<file path="config.mk">
export PLATFORM = sky130hd
export DESIGN_NAME = spi_master_v3
export DESIGN_NICKNAME = d
export VERILOG_FILES = /design/src/rtl/spi_master_v3.sv
export SDC_FILE = /design/constraint.sdc
export NUM_CORES = 1
export LEC_CHECK = 0
export CAP_MARGIN = 0
export CORE_MARGIN = 2
export CORE_UTILIZATION = 34
export CTS_BUF_LIST = sky130_fd_sc_hd__clkbuf_8 sky130_fd_sc_hd__clkbuf_16
export CTS_CLUSTER_SIZE = 30
export DETAILED_ROUTE_END_ITERATION = 7
export GPL_TIMING_DRIVEN = 0
export PLACE_DENSITY = 0.56
export SYNTH_ARGS = -nofsm -noshare
export SYNTH_HDL_FRONTEND = slang
export SYNTH_SLANG_ARGS = --single-unit
</file>
<file path="constraint.sdc">
create_clock -name clk_i -period 2.9 [get_ports clk_i]
set_input_delay 0.58 -clock clk_i [delete_from_list [all_inputs] [get_ports clk_i]]
set_output_delay 0.58 -clock clk_i [all_outputs]
set_load 0.01 [all_outputs]
</file>
<file path="src/rtl/spi_master_v3.sv">
// Single-clock SPI master with registered SCK, all four CPOL/CPHA modes, MSB/LSB-first
// ordering, a runtime half-period divider and one-hot active-low slave selects.
module spi_master_v3 #(
  parameter int DATA_SIZE = 8,
  parameter int NUM_SS    = 4,
  parameter int SS_SEL_W  = 2,
  parameter int DIV_WIDTH = 8
) (
  input  logic                 clk_i,
  input  logic                 rst_i,
  input  logic                 cpol_i,
  input  logic                 cpha_i,
  input  logic                 lsb_first_i,
  input  logic [DIV_WIDTH-1:0] clk_div_i,
  input  logic [SS_SEL_W-1:0]  ss_sel_i,
  input  logic                 tx_valid_i,
  output logic                 tx_ready_o,
  input  logic [DATA_SIZE-1:0] txdata_i,
  output logic [DATA_SIZE-1:0] rxdata_o,
  output logic                 rx_valid_o,
  output logic                 buzy_o,
  output logic                 sck_o,
  output logic                 mosi_o,
  input  logic                 miso_i,
  output logic [NUM_SS-1:0]    ss_o
);

  localparam int EDGES = 2 * DATA_SIZE;
  localparam int EW    = $clog2(EDGES + 1);
  localparam logic [EW-1:0] LAST_EDGE = EW'(EDGES);

  typedef enum logic [2:0] {IDLE, SETUP, XFER, HOLD, GAP} state_t;

  state_t                 state_q, state_d;
  logic [DIV_WIDTH-1:0]   cnt_q, cnt_d;
  logic [DIV_WIDTH-1:0]   div_q, div_d;
  logic [EW-1:0]          edge_q, edge_d;
  logic [DATA_SIZE-1:0]   tx_q, tx_d;
  logic [DATA_SIZE-1:0]   rx_q, rx_d;
  logic [DATA_SIZE-1:0]   rxdata_q, rxdata_d;
  logic                   rx_valid_q, rx_valid_d;
  logic                   sck_q, sck_d;
  logic                   mosi_q, mosi_d;
  logic [NUM_SS-1:0]      ss_q, ss_d;
  logic                   ready_q, ready_d;
  logic                   cpol_q, cpol_d;
  logic                   cpha_q, cpha_d;
  logic                   lsb_q, lsb_d;
  logic                   cnt_done;
  logic                   toggle;
  logic                   leading;
  logic [EW-1:0]          next_edge;

  always_comb begin
    state_d    = state_q;
    cnt_d      = cnt_q;
    div_d      = div_q;
    edge_d     = edge_q;
    tx_d       = tx_q;
    rx_d       = rx_q;
    rxdata_d   = rxdata_q;
    rx_valid_d = 1'b0;
    sck_d      = sck_q;
    mosi_d     = mosi_q;
    ss_d       = ss_q;
    cpol_d     = cpol_q;
    cpha_d     = cpha_q;
    lsb_d      = lsb_q;
    toggle     = 1'b0;
    cnt_done   = (cnt_q == div_q);
    next_edge  = edge_q + 1'b1;
    leading    = next_edge[0];

    case (state_q)
      IDLE: begin
        sck_d = cpol_i;
        if (tx_valid_i && ready_q) begin
          state_d = SETUP;
          cnt_d   = '0;
          edge_d  = '0;
          div_d   = clk_div_i;
          cpol_d  = cpol_i;
          cpha_d  = cpha_i;
          lsb_d   = lsb_first_i;
          rx_d    = '0;
          ss_d    = '1;
          for (int i = 0; i < NUM_SS; i++) begin
            if (int'(ss_sel_i) == i) ss_d[i] = 1'b0;
          end
          // CPHA=0 presents the first bit before the first SCK edge
          if (!cpha_i) begin
            mosi_d = lsb_first_i ? txdata_i[0] : txdata_i[DATA_SIZE-1];
            tx_d   = lsb_first_i ? (txdata_i >> 1) : (txdata_i << 1);
          end else begin
            tx_d = txdata_i;
          end
        end
      end
      SETUP: begin
        sck_d = cpol_q;
        cnt_d = cnt_q + 1'b1;
        if (cnt_done) begin
          cnt_d   = '0;
          state_d = XFER;
          toggle  = 1'b1;
        end
      end
      XFER: begin
        cnt_d = cnt_q + 1'b1;
        if (cnt_done) begin
          cnt_d = '0;
          if (edge_q == LAST_EDGE) state_d = HOLD;
          else                     toggle  = 1'b1;
        end
      end
      HOLD: begin
        sck_d = cpol_q;
        cnt_d = cnt_q + 1'b1;
        if (cnt_done) begin
          cnt_d      = '0;
          state_d    = GAP;
          ss_d       = '1;
          rxdata_d   = rx_q;
          rx_valid_d = 1'b1;
        end
      end
      GAP: begin
        sck_d = cpol_q;
        cnt_d = cnt_q + 1'b1;
        if (cnt_done) begin
          cnt_d   = '0;
          state_d = IDLE;
        end
      end
      default: state_d = IDLE;
    endcase

    // Sample on the mode's sampling edge, shift out on the other one
    if (toggle) begin
      edge_d = next_edge;
      sck_d  = ~sck_q;
      if (leading != cpha_q) begin
        rx_d = lsb_q ? {miso_i, rx_q[DATA_SIZE-1:1]} : {rx_q[DATA_SIZE-2:0], miso_i};
      end else if (!(!cpha_q && next_edge == LAST_EDGE)) begin
        mosi_d = lsb_q ? tx_q[0] : tx_q[DATA_SIZE-1];
        tx_d   = lsb_q ? (tx_q >> 1) : (tx_q << 1);
      end
    end

    ready_d = (state_d == IDLE);
  end

  always_ff @(posedge clk_i) begin
    if (rst_i) begin
      state_q    <= IDLE;
      cnt_q      <= '0;
      div_q      <= '0;
      edge_q     <= '0;
      tx_q       <= '0;
      rx_q       <= '0;
      rxdata_q   <= '0;
      rx_valid_q <= 1'b0;
      sck_q      <= 1'b0;
      mosi_q     <= 1'b0;
      ss_q       <= '1;
      ready_q    <= 1'b1;
      cpol_q     <= 1'b0;
      cpha_q     <= 1'b0;
      lsb_q      <= 1'b0;
    end else begin
      state_q    <= state_d;
      cnt_q      <= cnt_d;
      div_q      <= div_d;
      edge_q     <= edge_d;
      tx_q       <= tx_d;
      rx_q       <= rx_d;
      rxdata_q   <= rxdata_d;
      rx_valid_q <= rx_valid_d;
      sck_q      <= sck_d;
      mosi_q     <= mosi_d;
      ss_q       <= ss_d;
      ready_q    <= ready_d;
      cpol_q     <= cpol_d;
      cpha_q     <= cpha_d;
      lsb_q      <= lsb_d;
    end
  end

  assign tx_ready_o = ready_q;
  assign rxdata_o   = rxdata_q;
  assign rx_valid_o = rx_valid_q;
  assign buzy_o     = (state_q != IDLE);
  assign sck_o      = sck_q;
  assign mosi_o     = mosi_q;
  assign ss_o       = ss_q;

endmodule
</file>
==> results of run 1 <==
-- cell families (layout without fill, tap and decap cells) --
logic type,count (synthesis),after routing
and+or+nand+nor,156,156
AOI/OAI and AO/OA,65,65
DFF,59,59
muxes,41,41
buffers and inverters,29,82
xor gates and xnor gates,17,17
adders and majority gates,4,4
-- tightest hold or removal path: stages (launching register included) --
cell     delay (ns)
dfxtp_1        0.31
nand2_1        0.05
a21oi_1        0.06
-- stage by stage --
stage / hold slack (ns) / setup WS (ns) / area (um^2) / instances
floorplan: 0.436 / 0.673 / 3120 / 371
global placement: 0.447 / 0.319 / 3640 / 517
detailed placement: 0.454 / 0.351 / 3640 / 517
CTS: 0.464 / 0.311 / 3850 / 532
global route: 0.489 / 0.147 / 3850 / 532
finish: 0.463 / 0.320 / 3850 / 532
-- final cells by class --
type | count | area share [%]
Tap cell | 108 | 3.51
Clock inverter | 5 | 2.01
Inverter | 6 | 0.584
Buffer | 23 | 2.69
Multi-Input combinational cell | 283 | 47.1
Clock buffer | 10 | 3.57
Sequential cell | 59 | 30.6
Timing Repair Buffer | 38 | 9.87
-- flip-flops by register name, summed over array words and instances, names as in the netlist, 3 cells and up --
name	flops
div_q	8
cnt_q	8
edge_q	5
tx_q	8
ss_o	4
state_q	3
rxdata_o	8
rx_q	8
-- metal layers --
layer	global-route usage (%)	wire length, um
met2	25.6	3440
met3	5.01	336
met1	20.8	3760
met5	0	0
met4	5.48	119
-- synth_stat cells (2+ instances only) --
master	count
dfxtp_1	59
nand2_1	52
nor2_1	42
a21oi_1	37
mux2i_1	32
nand3_1	21
clkbuf_1	14
xor2_1	14
mux2_2	9
o21ai_0	8
or2_2	8
inv_1	6
nand4_1	6
buf_2	5
a32oi_1	4
ha_1	4
nand2b_1	3
or3_1	3
xnor2_1	3
a211o_1	2
a211oi_1	2
and2_1	2
buf_1	2
nand3b_1	2
nor2b_1	2
nor4_4	2
or2_0	2
or2_1	2
-- path summary, 6_finish.rpt --
kind / end / slack [ns]
max: tx_q[1]$_SDFF_PP0_ / 0.32
min: cpol_q$_SDFFE_PP0P_ / 0.46
max reg2reg: tx_q[1]$_SDFF_PP0_ / 0.32
min reg2reg: cpol_q$_SDFFE_PP0P_ / 0.46
-- power by group --
group | switching (W) | total, W | internal (W)
registers | 0.0000686 | 0.000964 | 0.000895
clock network | 0.000323 | 0.000822 | 0.000499
logic | 0.000508 | 0.000842 | 0.000334
-- cell usage in the layout (no fill, tap or decap), types with 3 or more instances in the layout --
| cell type | Yosys | layout |
|---|---|---|
| a32oi_1 | 4 | 4 |
| xor2_1 | 14 | 14 |
| nand2b_1 | 3 | 3 |
| clkbuf_8 | 0 | 10 |
| inv_1 | 6 | 6 |
| o21ai_0 | 8 | 8 |
| buf_2 | 5 | 5 |
| or2_2 | 8 | 8 |
| mux2i_1 | 32 | 32 |
| ha_1 | 4 | 4 |
| mux2_2 | 9 | 9 |
| or3_1 | 3 | 3 |
| nor2_1 | 42 | 42 |
| a21oi_1 | 37 | 37 |
| nand3_1 | 21 | 21 |
| dfxtp_1 | 59 | 59 |
| nand4_1 | 6 | 6 |
| xnor2_1 | 3 | 3 |
| clkbuf_1 | 14 | 14 |
| nand2_1 | 52 | 52 |
| clkdlybuf4s50_1 | 0 | 38 |
==> metrics.txt, run 1 <==
run status complete, no violations; clock sinks 59; setup violators final 0; DRT iter0 DRCs around 120; number of routed nets with antenna violations 0; setup_tns 0 ns; Fillers 900; Worst Path Arrival 2.81 ns; RSZ-0062 raised after global routing false; Crit path depth 7; DIE AREA about 10000 um^2; row count 34; top cells by area, synth dfxtp_1 (38%), mux2i_1 (10%), nand2_1 (6.2%), a21oi_1 (5.9%), nor2_1 (5.0%); CP endpoint kind flop; clock skew 0.00985 ns; largest family of logic cells by synthesized area simple AND/OR/NAND/NOR gates; Post-CTS Setup Repair Bufs 0; area delta synth->final 23.4%; WP data required 3.13 ns; cell family with most CP delay compound AO/OA/AOI/OAI gates; # port buffers 38; vias 2724; largest net degree at the start of global routing 11; post_cts resized 0; vias per cell 5.12; Horiz. Die Dim 99.9 um; XOR/XNOR share of the synthesized area 4.77%; worst-skew pair later-pin latency 0.34 ns; Cell Pwr Density 681 nW/um^2; Simple-Gate Fraction of Synth Area 24.9%; Netlist cell types 51; layout cell share with drive strength beyond 1 11.3%; Design Power 0.00263 W; Ant. Diodes 0; first-pass GRT wire length 12800 um; wire per inst 14.4 um; Final Slew Violations 0; leakage 1.46 nW; grt ovf 0; clock slew at reported path FFs 0.07 ns; number of synthesized flops with an enable pin 0; Post-Synthesis Cells 371; DR DRC count 0; synth warn 0; Root Driver clkbuf_8; Yosys top cell by area dfxtp_1; Final min period 2.58 ns; Slew @ Worst Pin 0.752 ns; Worst setup SP type flop; total area of multi-input combinational cells 1820 um^2; Seq. cell area ~1200 um^2; CTS Hold Buffers Added 0; peak supply drop 0.000257 V; H-tree depth 3; core area 8810 um^2; hpwl dp roughly 5400 um; critical path fanouts, max 9; Final Cycle Share 89.0%; vias in the first global route approximately 2700; CTS tree yes; Starting Density 35.5%; Post-Syn Nets 400; hold_sp cpol_q$_SDFFE_PP0P_; first-pass iteration count of the detailed router 4; cts bufs inserted 9; FF+latch count, synth 59; Fmax 0.388 GHz; initial antenna violation count 0; Nets 449; Final Hold Fails 0; slowest cell on the critical path dfxtp_1; Async SR Flop Fraction 0%; RePlAce Congestion 0.817; reg2reg start edge_q[0]$_SDFFE_PP0P_; Syn Std Cell Area 3120 um^2; post-synthesis adder-cell area fraction roughly 1.6%; max incr delay on CP 0.46 ns; Total Wirelength 7660 um; Syn Area/Cell 8.42 um^2; CP startpoint edge_q[0]$_SDFFE_PP0P_; hold path depth 2; max-cap viol count 0; register area share after synthesis 37.8%; Max Buffers Root-to-Sink 2; HP Class flop to flop; share of the synthesized area in the top cell type 37.8%; post-synthesis compound-gate area fraction a little over an eighth; worst setup path class flop to flop; DIE HEIGHT 99.9 um; worst rel slew slack 49.5%; I/O Pins between 40 and 50; Crit path buffers/inverters 1; mux cell area share after synthesis 13.5%; gr usage total 16.1%; utilization after layout a little over two fifths; Reg2Reg Depth 7; ys flop type dfxtp_1; crit-path cells inv_1, ha_1, and4bb_2, o31ai_4, nand3_4, a31oi_4, mux2_2
Note: power is estimated with default switching activity, not from simulation.
==> inputs of run 2 (changes only) <==
--- a/config.mk
+++ b/config.mk
@@ -8,7 +8,7 @@
 export CAP_MARGIN = 0
 export CORE_MARGIN = 2
 export CORE_UTILIZATION = 34
-export CTS_BUF_LIST = sky130_fd_sc_hd__clkbuf_8 sky130_fd_sc_hd__clkbuf_16
+export CTS_BUF_LIST = sky130_fd_sc_hd__clkbuf_4 sky130_fd_sc_hd__clkbuf_8
 export CTS_CLUSTER_SIZE = 30
 export DETAILED_ROUTE_END_ITERATION = 7
 export GPL_TIMING_DRIVEN = 0
==> results of run 2 <==
The final DEF is identical to that of run 1; final timing and power are the same.
==> inputs of run 3 (changes only) <==
--- a/config.mk
+++ b/config.mk
@@ -12,7 +12,9 @@
 export CTS_CLUSTER_SIZE = 30
 export DETAILED_ROUTE_END_ITERATION = 7
 export GPL_TIMING_DRIVEN = 0
-export PLACE_DENSITY = 0.56
+export PLACE_DENSITY = 0.65
+export REMOVE_ABC_BUFFERS = 1
+export SETUP_SLACK_MARGIN = 0.1
 export SYNTH_ARGS = -nofsm -noshare
 export SYNTH_HDL_FRONTEND = slang
 export SYNTH_SLANG_ARGS = --single-unit
==> run 3 against run 2 <==
Final cell count is 2.8% lower. Core utilization down 0.37 points. Design area shrank 0.84%. Clock power fell by 16%. Worst hold slack worse by 0.0041 ns.
==> metrics.txt, run 3 (synthesis results as in run 1) <==
Nets 433 (-3.6%); H-tree depth 3 (unchanged); Starting Density 35.5% (unchanged); Fmax 0.388 GHz (about the same); Final Cycle Share 88.9% (about the same); setup violators final 0 (unchanged); Placed Area 3620 um^2 (-0.58%); cts bufs inserted 9 (unchanged); DRT iter0 DRCs 89 (-25%); DIE AREA 9970 um^2 (unchanged); run status complete, no violations; vias per cell 5.08 (-0.88%); total area of multi-input combinational cells 1820 um^2 (+0.41%); leakage 1.45 nW (-1.2%); CP endpoint kind flop; vias 2624 (-3.7%); HP Class flop to flop; reg-to-reg endpoint tx_q[4]$_SDFF_PP0_; first-pass GRT wire length 11800 um (-7.9%); gr usage total 14.4% (-1.7 points); Ant. Diodes 0 (unchanged); grt ovf 0 (unchanged); initial antenna violation count 0 (unchanged); Final Hold Fails 0 (unchanged); DR DRC count 0 (unchanged); # port buffers 41 (+7.9%); hpwl dp 4570 um (-16%); Final Slew Violations 0 (unchanged); most common cell after layout, fill and taps aside dfxtp_1; WP data required 3.12 ns (about the same); worst setup path class flop to flop; core area 8810 um^2 (unchanged); Switching Share 35.6% (+1.3 points); clock slew at reported path FFs 0.07 ns (about the same); RePlAce Congestion 0.769 (-5.9%); first-pass iteration count of the detailed router 4 (unchanged); clock skew 0.0118 ns (+0.00196 ns); Root Driver clkbuf_8; utilization after layout 43.4% (-0.37 points); Final min period 2.58 ns (-0.00202 ns); final hold slack 0.459 ns (-0.00407 ns); row count 34 (unchanged); RSZ-0062 raised after global routing false; Total Wirelength 6740 um (-12%); Gate power share 31.9% (about the same); clock sinks 59 (unchanged); largest net degree at the start of global routing 34 (+23); Fillers 874 (-2.9%); Flop pwr share 40.3% (+3.6 points); worst rel slew slack 38.1% (-11 points); CTS Hold Buffers Added 0 (unchanged); fin worst setup slack 0.322 ns (+0.00202 ns); Horiz. Die Dim 99.9 um (unchanged); CP startpoint edge_q[0]$_SDFFE_PP0P_; number of routed nets with antenna violations 0 (unchanged); critical path fanouts, max 9 (unchanged); I/O Pins 42 (unchanged); CP endpoint tx_q[4]$_SDFF_PP0_; cell-internal power 0.00159 W (-7.8%); Reg2Reg Depth 7 (unchanged); DIE HEIGHT 99.9 um (unchanged); reg2reg start edge_q[0]$_SDFFE_PP0P_; CTS tree yes; wire per inst 13.0 um (-9.4%); Worst Path Arrival 2.79 ns (-0.02 ns); Psw 0.000880 W (-2.2%); Max Buffers Root-to-Sink 2 (unchanged); vias in the first global route 2606 (-2.3%); Seq. cell area 1180 um^2 (unchanged); max-cap viol count 0 (unchanged); layout cell share with drive strength beyond 1 12.0% (+0.66 points); worst-skew pair later-pin latency 0.33 ns (about the same); hold_sp cpol_q$_SDFFE_PP0P_; Slew @ Worst Pin 0.927 ns (+0.175 ns); clock power share 27.8% (-3.5 points); area delta synth->final 22.3%; Worst setup SP type flop; Cell Pwr Density 647 nW/um^2 (-5.1%); most frequent cells in the layout dfxtp_1 (59), nand2_1 (52), nor2_1 (41), clkdlybuf4s50_1 (40), a21oi_1 (37); Worst Setup Slack post-DPL -0.233 ns (-0.584 ns); R2R Setup Slk 0.32 ns (about the same); design area 3820 um^2 (-0.84%); peak supply drop 0.000221 V (-14%)
[run 3: power groups by stage]
| stage | Combinational, W | Sequential [W] | Clock, W |
|---|---|---|---|
| 2_1_floorplan | 0.000521 | 0.000996 | 0 |
| 3_3_place_gp | 0.000744 | 0.00101 | 0 |
| 3_5_place_dp | 0.000787 | 0.00101 | 0 |
| 4_1_cts | 0.000791 | 0.000997 | 0.000709 |
| 5_1_grt | 0.000880 | 0.00101 | 0.000748 |
| 6_report | 0.000788 | 0.000997 | 0.000687 |
[run 3: worst min path at each step]
stage,end,cells after the start,slack (ns)
after floorplan,cpol_q$_SDFFE_PP0P_,2,0.43
after global placement,cpol_q$_SDFFE_PP0P_,2,0.45
after detailed placement,cpol_q$_SDFFE_PP0P_,2,0.45
after CTS,cpol_q$_SDFFE_PP0P_,2,0.46
after global routing,div_q[1]$_SDFFE_PP0P_,2,0.48
final,cpol_q$_SDFFE_PP0P_,2,0.46
[run 3: area by class of cell]
cell class | count | share of cell area (%)
multi-input cells | 283 | 47.7
flip-flops and latches | 59 | 30.9
repair buffers | 45 | 12.4
clock buffers | 12 | 4.16
well taps | 108 | 3.54
clock inverters | 4 | 0.655
inverters | 6 | 0.589
[run 3: worst max-delay path: stages, from the launching register on]
cell	delay, ns
dfxtp_1	0.46
inv_1	0.15
ha_1	0.23
and4bb_2	0.26
o31ai_4	0.36
nand3_4	0.20
a31oi_4	0.42
mux2_2	0.38
[run 3: per-layer routing]
layer	track usage (%)	part of all wire (%)	wire [um]	vias up
li1	-	-	-	1358
met1	18.0	48	3230	1219
met2	24.3	47	3200	41
met3	4.25	3.9	260	6
met4	3.90	0.79	53	0
met5	0	0	0	-
[run 3: through the flow]
stage,total power [W],std cells,TNS (ns)
2_1_floorplan,0.00152,348,0
3_3_place_gp,0.00176,497,-12.73
3_5_place_dp,0.00180,499,-0.233
4_1_cts,0.00250,515,0
5_1_grt,0.00264,517,0
6_report,0.00247,517,0
[run 3: what timing repair did]
| item | in CTS | in global routing |
|---|---|---|
| buffers inserted | 0 | 2 |
| endpoints found under the setup margin | 1 | 6 |
| resized for setup | 1 | 0 |
| pin swaps | 0 | 1 |
